==> config.mk <==
export PLATFORM = sky130hd
export DESIGN_NAME = icache_refill_ctrl_flat
export DESIGN_NICKNAME = d
export VERILOG_FILES = /design/src/rtl/icache_refill_ctrl_pkg.sv /design/src/rtl/icache_refill_ctrl_if.sv /design/src/rtl/icache_refill_ctrl_credit_counter.sv /design/src/rtl/icache_refill_ctrl.sv /design/src/flat_wrapper.sv
export SDC_FILE = /design/constraint.sdc
export NUM_CORES = 1
export LEC_CHECK = 0
export ABC_AREA = 1
export BUFFER_PORTS_ARGS = -buffer_cell sky130_fd_sc_hd__buf_2
export CORE_MARGIN = 2
export CORE_UTILIZATION = 40
export CTS_BUF_LIST = sky130_fd_sc_hd__clkbuf_4 sky130_fd_sc_hd__clkbuf_8 sky130_fd_sc_hd__clkbuf_16
export DETAILED_ROUTE_END_ITERATION = 12
export PLACE_DENSITY = 0.77
export SETUP_SLACK_MARGIN = 0.5
export SKIP_CTS_REPAIR_TIMING = 1
export SLEW_MARGIN = 20
export SYNTH_ARGS = -nofsm -noshare
export SYNTH_HDL_FRONTEND = slang
export SYNTH_HIERARCHICAL = 1
export SYNTH_SLANG_ARGS = --single-unit
==> constraint.sdc <==
create_clock -name clk_i -period 2.55 [get_ports clk_i]
set_input_delay 0.3825 -clock clk_i [delete_from_list [all_inputs] [get_ports clk_i]]
set_output_delay 0.3825 -clock clk_i [all_outputs]
set_load 0.1 [all_outputs]
==> src/rtl/icache_refill_ctrl_pkg.sv <==
// Shared types and helpers for the instruction-cache refill controller.
// The optional statistics counters are enabled with ICACHE_REFILL_STATS_EN.
package icache_refill_ctrl_pkg;

  typedef enum logic [1:0] {
    IDLE   = 2'd0,
    REFILL = 2'd1,
    DONE   = 2'd2
  } icache_refill_state_e;

  localparam int mem_data_width_lp = 32;

  // Saturating increment used by the statistics counters.
  function automatic logic [31:0] sat_inc32(input logic [31:0] value);
    return (value == 32'hFFFF_FFFF) ? value : value + 32'd1;
  endfunction

endpackage

==> src/rtl/icache_refill_ctrl_if.sv <==
// Miss, memory-read and icache-write signals of the refill controller.
// ICACHE_REFILL_STATS_EN adds the stat_refills / stat_stall_cycles outputs.
interface icache_refill_ctrl_if
  import icache_refill_ctrl_pkg::*;
#(
  parameter int pc_width_p = 12
) ();

  logic                         miss_v;
  logic [pc_width_p-1:0]        miss_pc;
  logic                         busy;
  logic                         mem_req_v;
  logic [pc_width_p-1:0]        mem_req_addr;
  logic                         mem_req_ready;
  logic                         mem_resp_v;
  logic [mem_data_width_lp-1:0] mem_resp_data;
  logic                         mem_resp_yumi;
  logic                         icache_v;
  logic                         icache_w;
  logic [pc_width_p-1:0]        icache_w_pc;
  logic [mem_data_width_lp-1:0] icache_w_instr;
  logic                         icache_flush;
  logic                         refill_done;
`ifdef ICACHE_REFILL_STATS_EN
  logic [31:0]                  stat_refills;
  logic [31:0]                  stat_stall_cycles;

  modport master (
    input  miss_v, miss_pc, mem_req_ready, mem_resp_v, mem_resp_data,
    output busy, mem_req_v, mem_req_addr, mem_resp_yumi,
    output icache_v, icache_w, icache_w_pc, icache_w_instr, icache_flush, refill_done,
    output stat_refills, stat_stall_cycles
  );
  modport slave (
    output miss_v, miss_pc, mem_req_ready, mem_resp_v, mem_resp_data,
    input  busy, mem_req_v, mem_req_addr, mem_resp_yumi,
    input  icache_v, icache_w, icache_w_pc, icache_w_instr, icache_flush, refill_done,
    input  stat_refills, stat_stall_cycles
  );
`else
  modport master (
    input  miss_v, miss_pc, mem_req_ready, mem_resp_v, mem_resp_data,
    output busy, mem_req_v, mem_req_addr, mem_resp_yumi,
    output icache_v, icache_w, icache_w_pc, icache_w_instr, icache_flush, refill_done
  );
  modport slave (
    output miss_v, miss_pc, mem_req_ready, mem_resp_v, mem_resp_data,
    input  busy, mem_req_v, mem_req_addr, mem_resp_yumi,
    input  icache_v, icache_w, icache_w_pc, icache_w_instr, icache_flush, refill_done
  );
`endif

endinterface

==> src/rtl/icache_refill_ctrl_credit_counter.sv <==
// Up/down credit counter bounding in-flight memory reads; reloads to max on init.
module icache_refill_ctrl_credit_counter #(
  parameter int max_p   = 4,
  parameter int width_p = $clog2(max_p + 1)
) (
  input  logic clk_i,
  input  logic reset_n_i,
  input  logic init,
  input  logic up,
  input  logic down,
  output logic empty,
  output logic full
);

  localparam logic [width_p-1:0] max_lp = width_p'(max_p);

  logic [width_p-1:0] count_reg;

  // A simultaneous return and issue leaves the count unchanged.
  always_ff @(posedge clk_i or negedge reset_n_i) begin
    if (!reset_n_i) begin
      count_reg <= max_lp;
    end else if (init) begin
      count_reg <= max_lp;
    end else if (up && !down) begin
      count_reg <= count_reg + 1'b1;
    end else if (down && !up) begin
      count_reg <= count_reg - 1'b1;
    end
  end

  assign empty = (count_reg == '0);
  assign full  = (count_reg == max_lp);

endmodule

==> src/rtl/icache_refill_ctrl.sv <==
// Instruction-cache block refill sequencer: issues one read per block word and
// writes responses in offset order. Optional counters under ICACHE_REFILL_STATS_EN.
module icache_refill_ctrl
  import icache_refill_ctrl_pkg::*;
#(
  parameter int icache_tag_width_p           = 6,
  parameter int icache_entries_p             = 64,
  parameter int icache_block_size_in_words_p = 4,
  parameter int max_outstanding_p            = 4
) (
  input  logic                 clk_i,
  input  logic                 reset_n_i,
  icache_refill_ctrl_if.master bus
);

  localparam int pc_width_lp = icache_tag_width_p + $clog2(icache_entries_p);
  localparam int boff_w_lp   = $clog2(icache_block_size_in_words_p);
  localparam int cred_w_lp   = $clog2(max_outstanding_p + 1);

  localparam logic [boff_w_lp:0]     block_words_lp = (boff_w_lp + 1)'(icache_block_size_in_words_p);
  localparam logic [boff_w_lp:0]     last_off_lp    = block_words_lp - 1'b1;
  localparam logic [pc_width_lp-1:0] boff_mask_lp   = pc_width_lp'(icache_block_size_in_words_p - 1);

  icache_refill_state_e   state_reg;
  logic [pc_width_lp-1:0] base_reg;
  logic [boff_w_lp:0]     req_cnt_reg;
  logic [boff_w_lp:0]     resp_cnt_reg;
  logic                   done_pulse_reg;

  logic in_refill;
  logic cred_init;
  logic cred_empty;
  logic cred_full;
  logic req_v;
  logic req_fire;
  logic yumi;
  logic write_last;

  assign in_refill  = (state_reg == REFILL);
  assign cred_init  = (state_reg == IDLE) && bus.miss_v;
  assign req_v      = in_refill && (req_cnt_reg != block_words_lp) && !cred_empty;
  assign req_fire   = req_v && bus.mem_req_ready;
  // A response with nothing outstanding is left unconsumed.
  assign yumi       = in_refill && bus.mem_resp_v && !cred_full;
  assign write_last = yumi && (resp_cnt_reg == last_off_lp);

  icache_refill_ctrl_credit_counter #(
    .max_p   (max_outstanding_p),
    .width_p (cred_w_lp)
  ) credit_counter (
    .clk_i     (clk_i),
    .reset_n_i (reset_n_i),
    .init      (cred_init),
    .up        (yumi),
    .down      (req_fire),
    .empty     (cred_empty),
    .full      (cred_full)
  );

  always_ff @(posedge clk_i or negedge reset_n_i) begin
    if (!reset_n_i) begin
      state_reg      <= IDLE;
      base_reg       <= '0;
      req_cnt_reg    <= '0;
      resp_cnt_reg   <= '0;
      done_pulse_reg <= 1'b0;
    end else begin
      done_pulse_reg <= write_last;
      unique case (state_reg)
        IDLE: begin
          if (bus.miss_v) begin
            base_reg     <= bus.miss_pc & ~boff_mask_lp;
            req_cnt_reg  <= '0;
            resp_cnt_reg <= '0;
            state_reg    <= REFILL;
          end
        end
        REFILL: begin
          if (req_fire) begin
            req_cnt_reg <= req_cnt_reg + 1'b1;
          end
          if (yumi) begin
            resp_cnt_reg <= resp_cnt_reg + 1'b1;
          end
          if (write_last) begin
            state_reg <= DONE;
          end
        end
        DONE: begin
          state_reg <= IDLE;
        end
        default: begin
          state_reg <= IDLE;
        end
      endcase
    end
  end

  assign bus.busy           = (state_reg != IDLE);
  assign bus.mem_req_v      = req_v;
  assign bus.mem_req_addr   = req_v ? (base_reg | pc_width_lp'(req_cnt_reg[boff_w_lp-1:0])) : '0;
  assign bus.mem_resp_yumi  = yumi;
  assign bus.icache_v       = yumi;
  assign bus.icache_w       = yumi;
  assign bus.icache_w_pc    = yumi ? (base_reg | pc_width_lp'(resp_cnt_reg[boff_w_lp-1:0])) : '0;
  assign bus.icache_w_instr = yumi ? bus.mem_resp_data : '0;
  assign bus.icache_flush   = done_pulse_reg;
  assign bus.refill_done    = done_pulse_reg;

`ifdef ICACHE_REFILL_STATS_EN
  logic [31:0] stat_refills_reg;
  logic [31:0] stat_stall_reg;

  always_ff @(posedge clk_i or negedge reset_n_i) begin
    if (!reset_n_i) begin
      stat_refills_reg <= '0;
      stat_stall_reg   <= '0;
    end else begin
      if (state_reg == DONE) begin
        stat_refills_reg <= sat_inc32(stat_refills_reg);
      end
      if (state_reg != IDLE) begin
        stat_stall_reg <= sat_inc32(stat_stall_reg);
      end
    end
  end

  assign bus.stat_refills      = stat_refills_reg;
  assign bus.stat_stall_cycles = stat_stall_reg;
`endif

  resp_protocol_a : assert property (@(posedge clk_i) disable iff (!reset_n_i)
      bus.mem_resp_v |-> (in_refill && !cred_full))
    else $error("icache_refill_ctrl: memory response with no read outstanding");

endmodule

==> src/flat_wrapper.sv <==
// flat-port wrapper written by rule: the top's interface ports become plain ports
module icache_refill_ctrl_flat import icache_refill_ctrl_pkg::*;
#(
  parameter int icache_tag_width_p           = 6,
  parameter int icache_entries_p             = 64,
  parameter int icache_block_size_in_words_p = 4,
  parameter int max_outstanding_p            = 4
)
  (clk_i, reset_n_i, bus_miss_v, bus_miss_pc, bus_mem_req_ready, bus_mem_resp_v, bus_mem_resp_data, bus_busy, bus_mem_req_v, bus_mem_req_addr, bus_mem_resp_yumi, bus_icache_v, bus_icache_w, bus_icache_w_pc, bus_icache_w_instr, bus_icache_flush, bus_refill_done);
  icache_refill_ctrl_if #(.pc_width_p(((6) + $clog2((64))))) bus_i ();
  input  logic clk_i;
  input  logic reset_n_i;
  input wire logic [$bits(bus_i.miss_v)-1:0] bus_miss_v;
  input wire logic [$bits(bus_i.miss_pc)-1:0] bus_miss_pc;
  input wire logic [$bits(bus_i.mem_req_ready)-1:0] bus_mem_req_ready;
  input wire logic [$bits(bus_i.mem_resp_v)-1:0] bus_mem_resp_v;
  input wire logic [$bits(bus_i.mem_resp_data)-1:0] bus_mem_resp_data;
  output wire logic [$bits(bus_i.busy)-1:0] bus_busy;
  output wire logic [$bits(bus_i.mem_req_v)-1:0] bus_mem_req_v;
  output wire logic [$bits(bus_i.mem_req_addr)-1:0] bus_mem_req_addr;
  output wire logic [$bits(bus_i.mem_resp_yumi)-1:0] bus_mem_resp_yumi;
  output wire logic [$bits(bus_i.icache_v)-1:0] bus_icache_v;
  output wire logic [$bits(bus_i.icache_w)-1:0] bus_icache_w;
  output wire logic [$bits(bus_i.icache_w_pc)-1:0] bus_icache_w_pc;
  output wire logic [$bits(bus_i.icache_w_instr)-1:0] bus_icache_w_instr;
  output wire logic [$bits(bus_i.icache_flush)-1:0] bus_icache_flush;
  output wire logic [$bits(bus_i.refill_done)-1:0] bus_refill_done;
  assign bus_i.miss_v = bus_miss_v;
  assign bus_i.miss_pc = bus_miss_pc;
  assign bus_i.mem_req_ready = bus_mem_req_ready;
  assign bus_i.mem_resp_v = bus_mem_resp_v;
  assign bus_i.mem_resp_data = bus_mem_resp_data;
  assign bus_busy = bus_i.busy;
  assign bus_mem_req_v = bus_i.mem_req_v;
  assign bus_mem_req_addr = bus_i.mem_req_addr;
  assign bus_mem_resp_yumi = bus_i.mem_resp_yumi;
  assign bus_icache_v = bus_i.icache_v;
  assign bus_icache_w = bus_i.icache_w;
  assign bus_icache_w_pc = bus_i.icache_w_pc;
  assign bus_icache_w_instr = bus_i.icache_w_instr;
  assign bus_icache_flush = bus_i.icache_flush;
  assign bus_refill_done = bus_i.refill_done;
  icache_refill_ctrl #(.icache_tag_width_p(icache_tag_width_p), .icache_entries_p(icache_entries_p), .icache_block_size_in_words_p(icache_block_size_in_words_p), .max_outstanding_p(max_outstanding_p)) u_core (.clk_i(clk_i), .reset_n_i(reset_n_i), .bus(bus_i));
endmodule
==> results.toml, run 1 <==
[run_status]
status = "finished, final reports clean"

[final_layout]
nets = 413
areaGrowthSynthToFinish_pct = 117
n_antenna_cell = 0
stdcell_area_sq_mm = 0.00367
drive_gt1_share_pct = 60.9
largest_reg_flops = 10
final_cell_mix = "inv_1 (58), nor2_4 (51), buf_2 (49), buf_12 (49), nand2_1 (24)"
final_common_cell = "inv_1"
finish.utilization_pct = 91.1
finalNonFillerCells = 408

[yosys]
synth.distinct_cells = 24
ys_seq_elements = 22
syn-instance-count = 230
syn_area_per_cell_sq_um = 7.34
synth_warnings = 6
synth_nets = 284
ys_seq_area_share_pct = 32.7
synth.cell_area_sq_mm = 0.00169

[grt]
grt_pass1_wl_mm = 6.04
grt_pass1_vias = 1525
grt_max_degree = 23
overflow = 0
antenna_found_initial = 0
grt_usage_pct = 16.7

[clock_tree]
clock_latency_ns = 0.26
clockBufferDepth = 2
cts_max_level = 1
clockRootBuffer = "clkbuf_8"
cts_tree = "yes"
cts.sinks = 22
clk_pin_slew_ns = 0.08
numCtsBuffers = 3

[critical_path]
crit_type = "register to register"
crit_fanout = 4
timing.rr.end = "u_core/credit_counter/count_reg[2]"
r2r_slack_ns = 0.36
crit_required_ns = 2.74
r2r-start = "u_core/req_cnt_reg[1]"
startpoint_type = "register"
crit_arrival_ns = 2.38
reg2reg_depth = 12
critPathCaptureType = "register"

[timing]
setup_viol = 0
fin_worst_skew_ns = 0.00143
setup-tns-final_ns = 0
clock.fmax_mhz = 456
maxSlewHeadroom_pct = 67.3
fin_crit_sh_pct = 85.9
rsz0062_at_grt = "yes"
finalCriticalPeriod_ns = 2.19
tightest_slew_ns = 0.490
slew_violations = 0
timing.final.hold_violations = 0

[drt]
wire_per_inst_microns = 17.2
drt_iter0_drc = 61
vias = 1980
ant_nets = 0
wl_mm = 7.02
drc = 0
vias_per_cell = 4.85
dr.pass1.iters = 4

[die]
start_util_pct = 41.9
die-area_sq_mm = 0.00476
ioPinCount = 112
die_w_microns = 69.0
rows = 23
dieHeight_microns = 69.0
coreArea_sq_mm = 0.00403

[placed_design]
gp_congestion = 0.709
placed_cells = 383
port_buffers = 109
dpl_cell_area_sq_mm = 0.00268
hpwl_mm = 3.40

[flow_run]
maxCapViolCount = 0

[hold_path]
hp-class = "input port to async pin"
[cell families after synthesis]
logic type                 synth area share, %
and+or+nand+nor                           36.2
buffers and inverters                     21.2
DFF                                       32.7
AOI/OAI and AO/OA                         5.26
adders and majority gates                 4.15
xor gates and xnor gates                 0.519
[layer usage]
layer  GRT usage [%]  routed length, microns  part of all wire, %  vias up
met2            33.5                    3860                   55      109
met5               0                       0                    0        -
met1            16.9                    2340                   33      942
li1                -                       -                    -      917
met3            3.25                     675                  9.6       12
met4            5.64                     144                  2.1        0
[synthesized netlist by cell type, drive strengths merged]
| cell type | n | area [sq um] |
|---|---|---|
| a21oi | 1 | 8.76 |
| nand4 | 3 | 18.8 |
| ha | 4 | 50.1 |
| o21ai | 16 | 80.1 |
| nand3 | 9 | 57.6 |
| nand2 | 29 | 124 |
| inv | 66 | 248 |
| dfstp | 1 | 26.3 |
| xnor2 | 1 | 8.76 |
| buf | 11 | 110 |
| nor3 | 2 | 10.0 |
| fa | 1 | 20.0 |
| dfrtp | 21 | 526 |
| nor2 | 65 | 402 |
[critical path: stages, from the launching register on]
cell and delay (ns):
dfrtp_1 0.41, inv_1 0.11, ha_2 0.19, nand2_2 0.08, nand4_1 0.17, inv_1 0.14, inv_2 0.13, nand2_8 0.08
fa_2 0.38, nand2_1 0.13, nand2_1 0.09, a21oi_2 0.13, nand3_1 0.09
[cell type report]
| type | instances | area [sq um] |
|---|---|---|
| Clock buffer | 4 | 55.1 |
| Fill cell | 161 | 360 |
| Inverter | 66 | 253 |
| Multi-Input combinational cell | 133 | 1120 |
| Sequential cell | 22 | 554 |
| Tap cell | 50 | 62.6 |
| Timing Repair Buffer | 133 | 1630 |
[worst max path at each step]
stage	start	to	slack [ns]	depth (start not counted)
after floorplan	u_core/req_cnt_reg[0]	bus_mem_req_addr[0]	0.10	5
after global placement	u_core/credit_counter/count_reg[2]	bus_icache_w_instr[14]	0.42	7
after detailed placement	u_core/credit_counter/count_reg[2]	bus_icache_w_instr[11]	0.40	7
after CTS	u_core/credit_counter/count_reg[2]	bus_icache_w_instr[11]	0.12	7
after global routing	u_core/req_cnt_reg[1]	u_core/credit_counter/count_reg[2]	0.25	12
final	u_core/req_cnt_reg[1]	u_core/credit_counter/count_reg[2]	0.36	12
[stage by stage]
stage	hold slack, ns	setup slack, ns
after floorplan	0.0869	0.103
after global placement	0.367	0.423
after detailed placement	0.370	0.405
after CTS	0.0865	0.116
after global routing	0.0964	0.251
final	0.0745	0.359
Power of run 1 is not shown: default switching activity piles up to over one toggle a cycle in this logic, so the estimate is an artifact.
==> inputs of run 2 (changes only) <==
--- a/config.mk
+++ b/config.mk
@@ -5,13 +5,14 @@
 export SDC_FILE = /design/constraint.sdc
 export NUM_CORES = 1
 export LEC_CHECK = 0
-export ABC_AREA = 1
 export BUFFER_PORTS_ARGS = -buffer_cell sky130_fd_sc_hd__buf_2
+export CELL_PAD_IN_SITES_DETAIL_PLACEMENT = 1
+export CELL_PAD_IN_SITES_GLOBAL_PLACEMENT = 2
 export CORE_MARGIN = 2
-export CORE_UTILIZATION = 40
+export CORE_UTILIZATION = 21
 export CTS_BUF_LIST = sky130_fd_sc_hd__clkbuf_4 sky130_fd_sc_hd__clkbuf_8 sky130_fd_sc_hd__clkbuf_16
 export DETAILED_ROUTE_END_ITERATION = 12
-export PLACE_DENSITY = 0.77
+export PLACE_DENSITY_LB_ADDON = 0.1
 export SETUP_SLACK_MARGIN = 0.5
 export SKIP_CTS_REPAIR_TIMING = 1
 export SLEW_MARGIN = 20
==> results.toml, run 2 <==
[drt]
wl_mm = 5.17
wire_per_inst_microns = 14.2
dr.pass1.iters = 2
drt_iter0_drc = 23
vias_per_cell = 4.13
ant_nets = 0
drc = 0
vias = 1502

[clock_tree]
numCtsBuffers = 3
clock_latency_ns = 0.26
clockBufferDepth = 2
cts.sinks = 22
cts_tree = "yes"
cts_max_level = 1
clk_pin_slew_ns = 0.08
clockRootBuffer = "clkbuf_8"

[grt]
grt_pass1_vias = 1518
grt_max_degree = 54
grt_usage_pct = 13.1
grt_pass1_wl_mm = 7.91
antenna_found_initial = 0
overflow = 0

[yosys]
synth_top_family_by_area = "simple AND/OR/NAND/NOR gates"
yosysMostFrequentCell = "and2_1"
syn_area_per_cell_sq_um = 9.67
ys_seq_elements = 22
synthMuxAreaShare_pct = 10.6
ys_async_sr_fraction_pct = 100
synthFlopType = "dfrtp_1"
synth.distinct_cells = 35
synth.cell_area_sq_mm = 0.00147
yosysTopAreaCell = "dfrtp_1"
synth-simple-area-share_pct = 37.0
synth-edff-count = 0
synth_nets = 206
synth_warnings = 6
ys_seq_area_share_pct = 37.5
synth_xor_area_share_pct = 1.19
synth_adder_area_share_pct = 4.77
synth-compound-area-share_pct = 2.81
synth_top_area_share_pct = 35.7
syn-instance-count = 152
yosys-top-cells-count = "and2_1 (59), dfrtp_1 (21), nand3_1 (7)"
synthTopCellsByArea = "dfrtp_1 (36%), and2_1 (25%), mux2_4 (6.1%)"

[timing]
timing.final.hold_violations = 0
fin_worst_skew_ns = 0.00460
setup_viol = 0
finalCriticalPeriod_ns = 2.24
tightest_slew_ns = 0.526
fin_ws_ns = 0.314
clock.fmax_mhz = 447
maxSlewHeadroom_pct = 65.0
fin_crit_sh_pct = 87.7
slew_violations = 0
setup-tns-final_ns = 0
rsz0062_at_grt = "yes"

[placed_design]
gp_congestion = 0.687
place_ws_ns = 0.162
hpwl_mm = 4.04
dpl_cell_area_sq_mm = 0.00307
port_buffers = 109

[critical_path]
worstPathCellList = "nor3b_1, nand4bb_2, inv_4, buf_12, and2_2, buf_12"
crit_top_cell = "buf_12"
cp_slowest_stage_delay_ns = 0.57
crit_required_ns = 2.17
critical-path-slowest-cell = "dfstp_2"
crit_arrival_ns = 1.85
critPathCaptureType = "primary output"
crit_type = "register to primary output"
startpoint_type = "register"
crit_fanout = 53

[final_layout]
drive_gt1_share_pct = 78.4
finish.utilization_pct = 47.9
largest_reg_flops = 10
n_antenna_cell = 0
nets = 323
areaGrowthSynthToFinish_pct = 121
nFillCells = 726
final_cell_mix = "buf_12 (58), buf_2 (49), and2_2 (47)"
stdcell_area_sq_mm = 0.00325
final_common_cell = "buf_12"

[run_status]
status = "finished, final reports clean"

[flow_run]
maxCapViolCount = 0

[die]
ioPinCount = 112
coreArea_sq_mm = 0.00679
die_w_microns = 87.7
die-area_sq_mm = 0.00769
start_util_pct = 21.6
dieHeight_microns = 87.7
rows = 30

[hold_path]
hp-class = "input port to async pin"
-- run 2: cell count changes in the layout (fill, tap and decap cells not counted), sizes merged, moves of 6 or more --
cell | before | now
nand2 | 31 | 3
nor2 | 65 | 3
and2 | 0 | 59
inv | 66 | 5
mux2 | 0 | 10
o21ai | 16 | 2
buf | 130 | 124
-- run 2: cell type report --
type	count	area [sq um]	share of cell area, %
timing repair buffer	124	1550	47.5
multi-input combinational	113	956	29.4
sequential	22	554	17.0
tap	96	120	3.69
clock buffer	4	55.1	1.69
inverter	5	21.3	0.654
-- run 2: cell families (layout without fill, tap and decap cells) --
logic type               count (synthesis)  after routing
AND/OR/NAND/NOR                         87             87
flip-flops                              22             22
buffers and inverters                   17            133
multiplexers                            12             12
AO/OA/AOI/OAI                            7              7
adder cells (fa/ha/maj)                  5              5
XOR/XNOR                                 2              2
-- run 2: path summary, 6_finish.rpt --
check / to / depth (start not counted) / slack, ns / startpoint
min in group clk_i: u_core/base_reg[5] / 2 / 0.34 / bus_miss_pc[5]
hold / removal: u_core/base_reg[6] / 1 / 0.09 / reset_n_i
setup / recovery: bus_icache_w_pc[5] / 6 / 0.31 / u_core/credit_counter/count_reg[2]
hold reg to reg: u_core/base_reg[11] / 1 / 0.52 / u_core/base_reg[11]
setup reg to reg: u_core/credit_counter/count_reg[2] / 8 / 0.32 / u_core/credit_counter/count_reg[1]
max in group asynchronous: u_core/credit_counter/count_reg[0] / 1 / 2.08 / reset_n_i
-- run 2: metrics by stage --
stage / hold slack, ns / instances
floorplan: 0.0869 / 152
global placement: 0.403 / 351
detailed placement: 0.403 / 351
CTS: 0.112 / 355
global route: 0.133 / 364
finish: 0.0922 / 364
-- run 2: worst max-delay path: cells and delay by family (launching register included) --
kind	cells	cell delay (ns)
AND/OR/NAND/NOR	3	0.61
buffers and inverters	3	0.38
flip-flops	1	0.57
-- run 2: per-layer routing --
metal	track usage (%)	vias up	share of wire, %
met1	17.4	721	42
met3	3.11	2	7.3
li1	-	720	-
met2	21.7	59	50
met5	0	-	0
met4	2.52	0	0.44
Power of run 2 is left out for the same reason.
==> inputs of run 3 (changes only) <==
--- a/config.mk
+++ b/config.mk
@@ -6,14 +6,14 @@
 export NUM_CORES = 1
 export LEC_CHECK = 0
 export BUFFER_PORTS_ARGS = -buffer_cell sky130_fd_sc_hd__buf_2
-export CELL_PAD_IN_SITES_DETAIL_PLACEMENT = 1
-export CELL_PAD_IN_SITES_GLOBAL_PLACEMENT = 2
+export CELL_PAD_IN_SITES_DETAIL_PLACEMENT = 0
+export CELL_PAD_IN_SITES_GLOBAL_PLACEMENT = 1
 export CORE_MARGIN = 2
-export CORE_UTILIZATION = 21
+export CORE_UTILIZATION = 25
 export CTS_BUF_LIST = sky130_fd_sc_hd__clkbuf_4 sky130_fd_sc_hd__clkbuf_8 sky130_fd_sc_hd__clkbuf_16
 export DETAILED_ROUTE_END_ITERATION = 12
 export PLACE_DENSITY_LB_ADDON = 0.1
-export SETUP_SLACK_MARGIN = 0.5
+export SETUP_SLACK_MARGIN = 0.05
 export SKIP_CTS_REPAIR_TIMING = 1
 export SLEW_MARGIN = 20
 export SYNTH_ARGS = -nofsm -noshare
==> constraint.sdc (replaced) <==
create_clock -name clk_i -period 1.9 [get_ports clk_i]
set_input_delay 0.285 -clock clk_i [delete_from_list [all_inputs] [get_ports clk_i]]
set_output_delay 0.285 -clock clk_i [all_outputs]
set_load 0.1 [all_outputs]
==> results.toml, run 3 (synthesis gave the netlist of run 2 again) <==
[placed_design]
port_buffers = 109
hpwl_mm = 3.91
gp_congestion = 0.776

[drt]
drt_iter0_drc = 23
dr.pass1.iters = 4
ant_nets = 0
vias_per_cell = 4.40
wire_per_inst_microns = 15.9
drc = 0
wl_mm = 5.73
vias = 1587

[critical_path]
crit_type = "register to register"
reg2reg_depth = 8
path_delay_family = "simple AND/OR/NAND/NOR gates"
startpoint_type = "register"
worstPathCellList = "nor3_4, and4bb_2, and2_4, or2b_4, fa_2, or3b_4, a21oi_2, a31oi_2"
crit_arrival_ns = 2.50
critPathBufInv = 0
critical-path-slowest-cell = "dfrtp_1"
critPathCaptureType = "register"
crit_required_ns = 2.09
timing.rr.end = "u_core/credit_counter/count_reg[2]"
r2r-start = "u_core/credit_counter/count_reg[1]"
worst-path-stages = 8
crit_fanout = 2
r2r_slack_ns = -0.41
cp_slowest_stage_delay_ns = 0.43
crit_path_end = "u_core/credit_counter/count_reg[2]"
crit_start = "u_core/credit_counter/count_reg[1]"

[timing]
tightest_slew_ns = 0.544
maxSlewHeadroom_pct = 63.8
fin_ws_ns = -0.410
clock.fmax_mhz = 433
timing.final.hold_violations = 2
slew_violations = 0
whs_ns = -0.00332
setup_viol = 63
rsz0062_at_grt = "yes"
fin_worst_skew_ns = 0.00200
finalCriticalPeriod_ns = 2.31
fin_crit_sh_pct = 122

[die]
ioPinCount = 112
die-area_sq_mm = 0.00651
die_w_microns = 80.7
dieHeight_microns = 80.7
coreArea_sq_mm = 0.00561
start_util_pct = 26.2
rows = 27

[grt]
grt_pass1_wl_mm = 7.73
grt_pass1_vias = 1495
grt_max_degree = 39
antenna_found_initial = 0
grt_usage_pct = 15.2
overflow = 0

[final_layout]
final_cell_mix = "buf_12 (64), and2_4 (58), buf_2 (49)"
areaGrowthSynthToFinish_pct = 154
drive_gt1_share_pct = 82.4
largest_reg_flops = 10
multi_input_area_sq_mm = 0.00109
final_common_cell = "buf_12"
nets = 344
nFillCells = 430
seq_area_sq_um = 552
finish.utilization_pct = 66.6
n_antenna_cell = 0

[flow_run]
maxCapViolCount = 0

[clock_tree]
cts_tree = "yes"
clock_latency_ns = 0.26
cts_max_level = 1
clk_pin_slew_ns = 0.08
clockRootBuffer = "clkbuf_8"
numCtsBuffers = 3
clockBufferDepth = 2
cts.sinks = 22

[hold_path]
hp-class = "input port to async pin"

[run_status]
status = "complete, but fails checks"
violations = "hold timing, setup timing"
## run 3: cell types whose count changed in the layout (fill, tap and decap cells not counted), moves of 5 or more
cell / previous run / this run
and2_2: 47 / 0
and2_4: 10 / 58
buf_12: 58 / 64
buf_6: 3 / 11
clkbuf_16: 0 / 5
## run 3: routing by layer
metal,routed length (microns),global-route usage [%]
met5,0,0
met4,25,3.56
met3,531,4.16
met2,2930,25.4
met1,2240,19.5
## run 3: stage by stage
| step | hold slack, ns | area [sq um] | TNS [ns] | cells | setup slack [ns] |
|---|---|---|---|---|---|
| floorplan | -0.0106 | 1620 | -1.33 | 152 | -0.421 |
| global placement | 0.299 | 3220 | -2.13 | 339 | -0.316 |
| detailed placement | 0.302 | 3220 | -3.08 | 339 | -0.370 |
| CTS | 0.00864 | 3290 | -19.06 | 343 | -0.430 |
| global route | 0.0281 | 3730 | -21.40 | 361 | -0.484 |
| finish | -0.00332 | 3730 | -15.05 | 361 | -0.410 |
## run 3: how the worst min path moves through the flow
stage | depth (start not counted) | slack, ns | startpoint | to
floorplan | 0 | -0.01 | reset_n_i | u_core/base_reg[10]
global placement | 1 | 0.30 | reset_n_i | u_core/state_reg[1]
detailed placement | 1 | 0.30 | reset_n_i | u_core/credit_counter/count_reg[0]
CTS | 1 | 0.009 | reset_n_i | u_core/base_reg[3]
global route | 1 | 0.03 | reset_n_i | u_core/base_reg[5]
finish | 1 | -0.003 | reset_n_i | u_core/credit_counter/count_reg[0]
## run 3: layout make-up
cell class | count | area share [%]
Sequential cell | 22 | 14.8
Multi-Input combinational cell | 113 | 29.1
Inverter | 5 | 0.570
Clock inverter | 1 | 0.805
Timing Repair Buffer | 145 | 51.2
Tap cell | 72 | 2.41
Clock buffer | 3 | 1.11
## run 3: worst register-to-register path, cell delays in order (launching register included)
cell and delay [ns]:
dfrtp_1 0.43, nor3_4 0.21, and4bb_2 0.27, and2_4 0.14, or2b_4 0.25, fa_2 0.36, or3b_4 0.39, a21oi_2 0.15
a31oi_2 0.04
Power of run 3 is left out for the same reason.
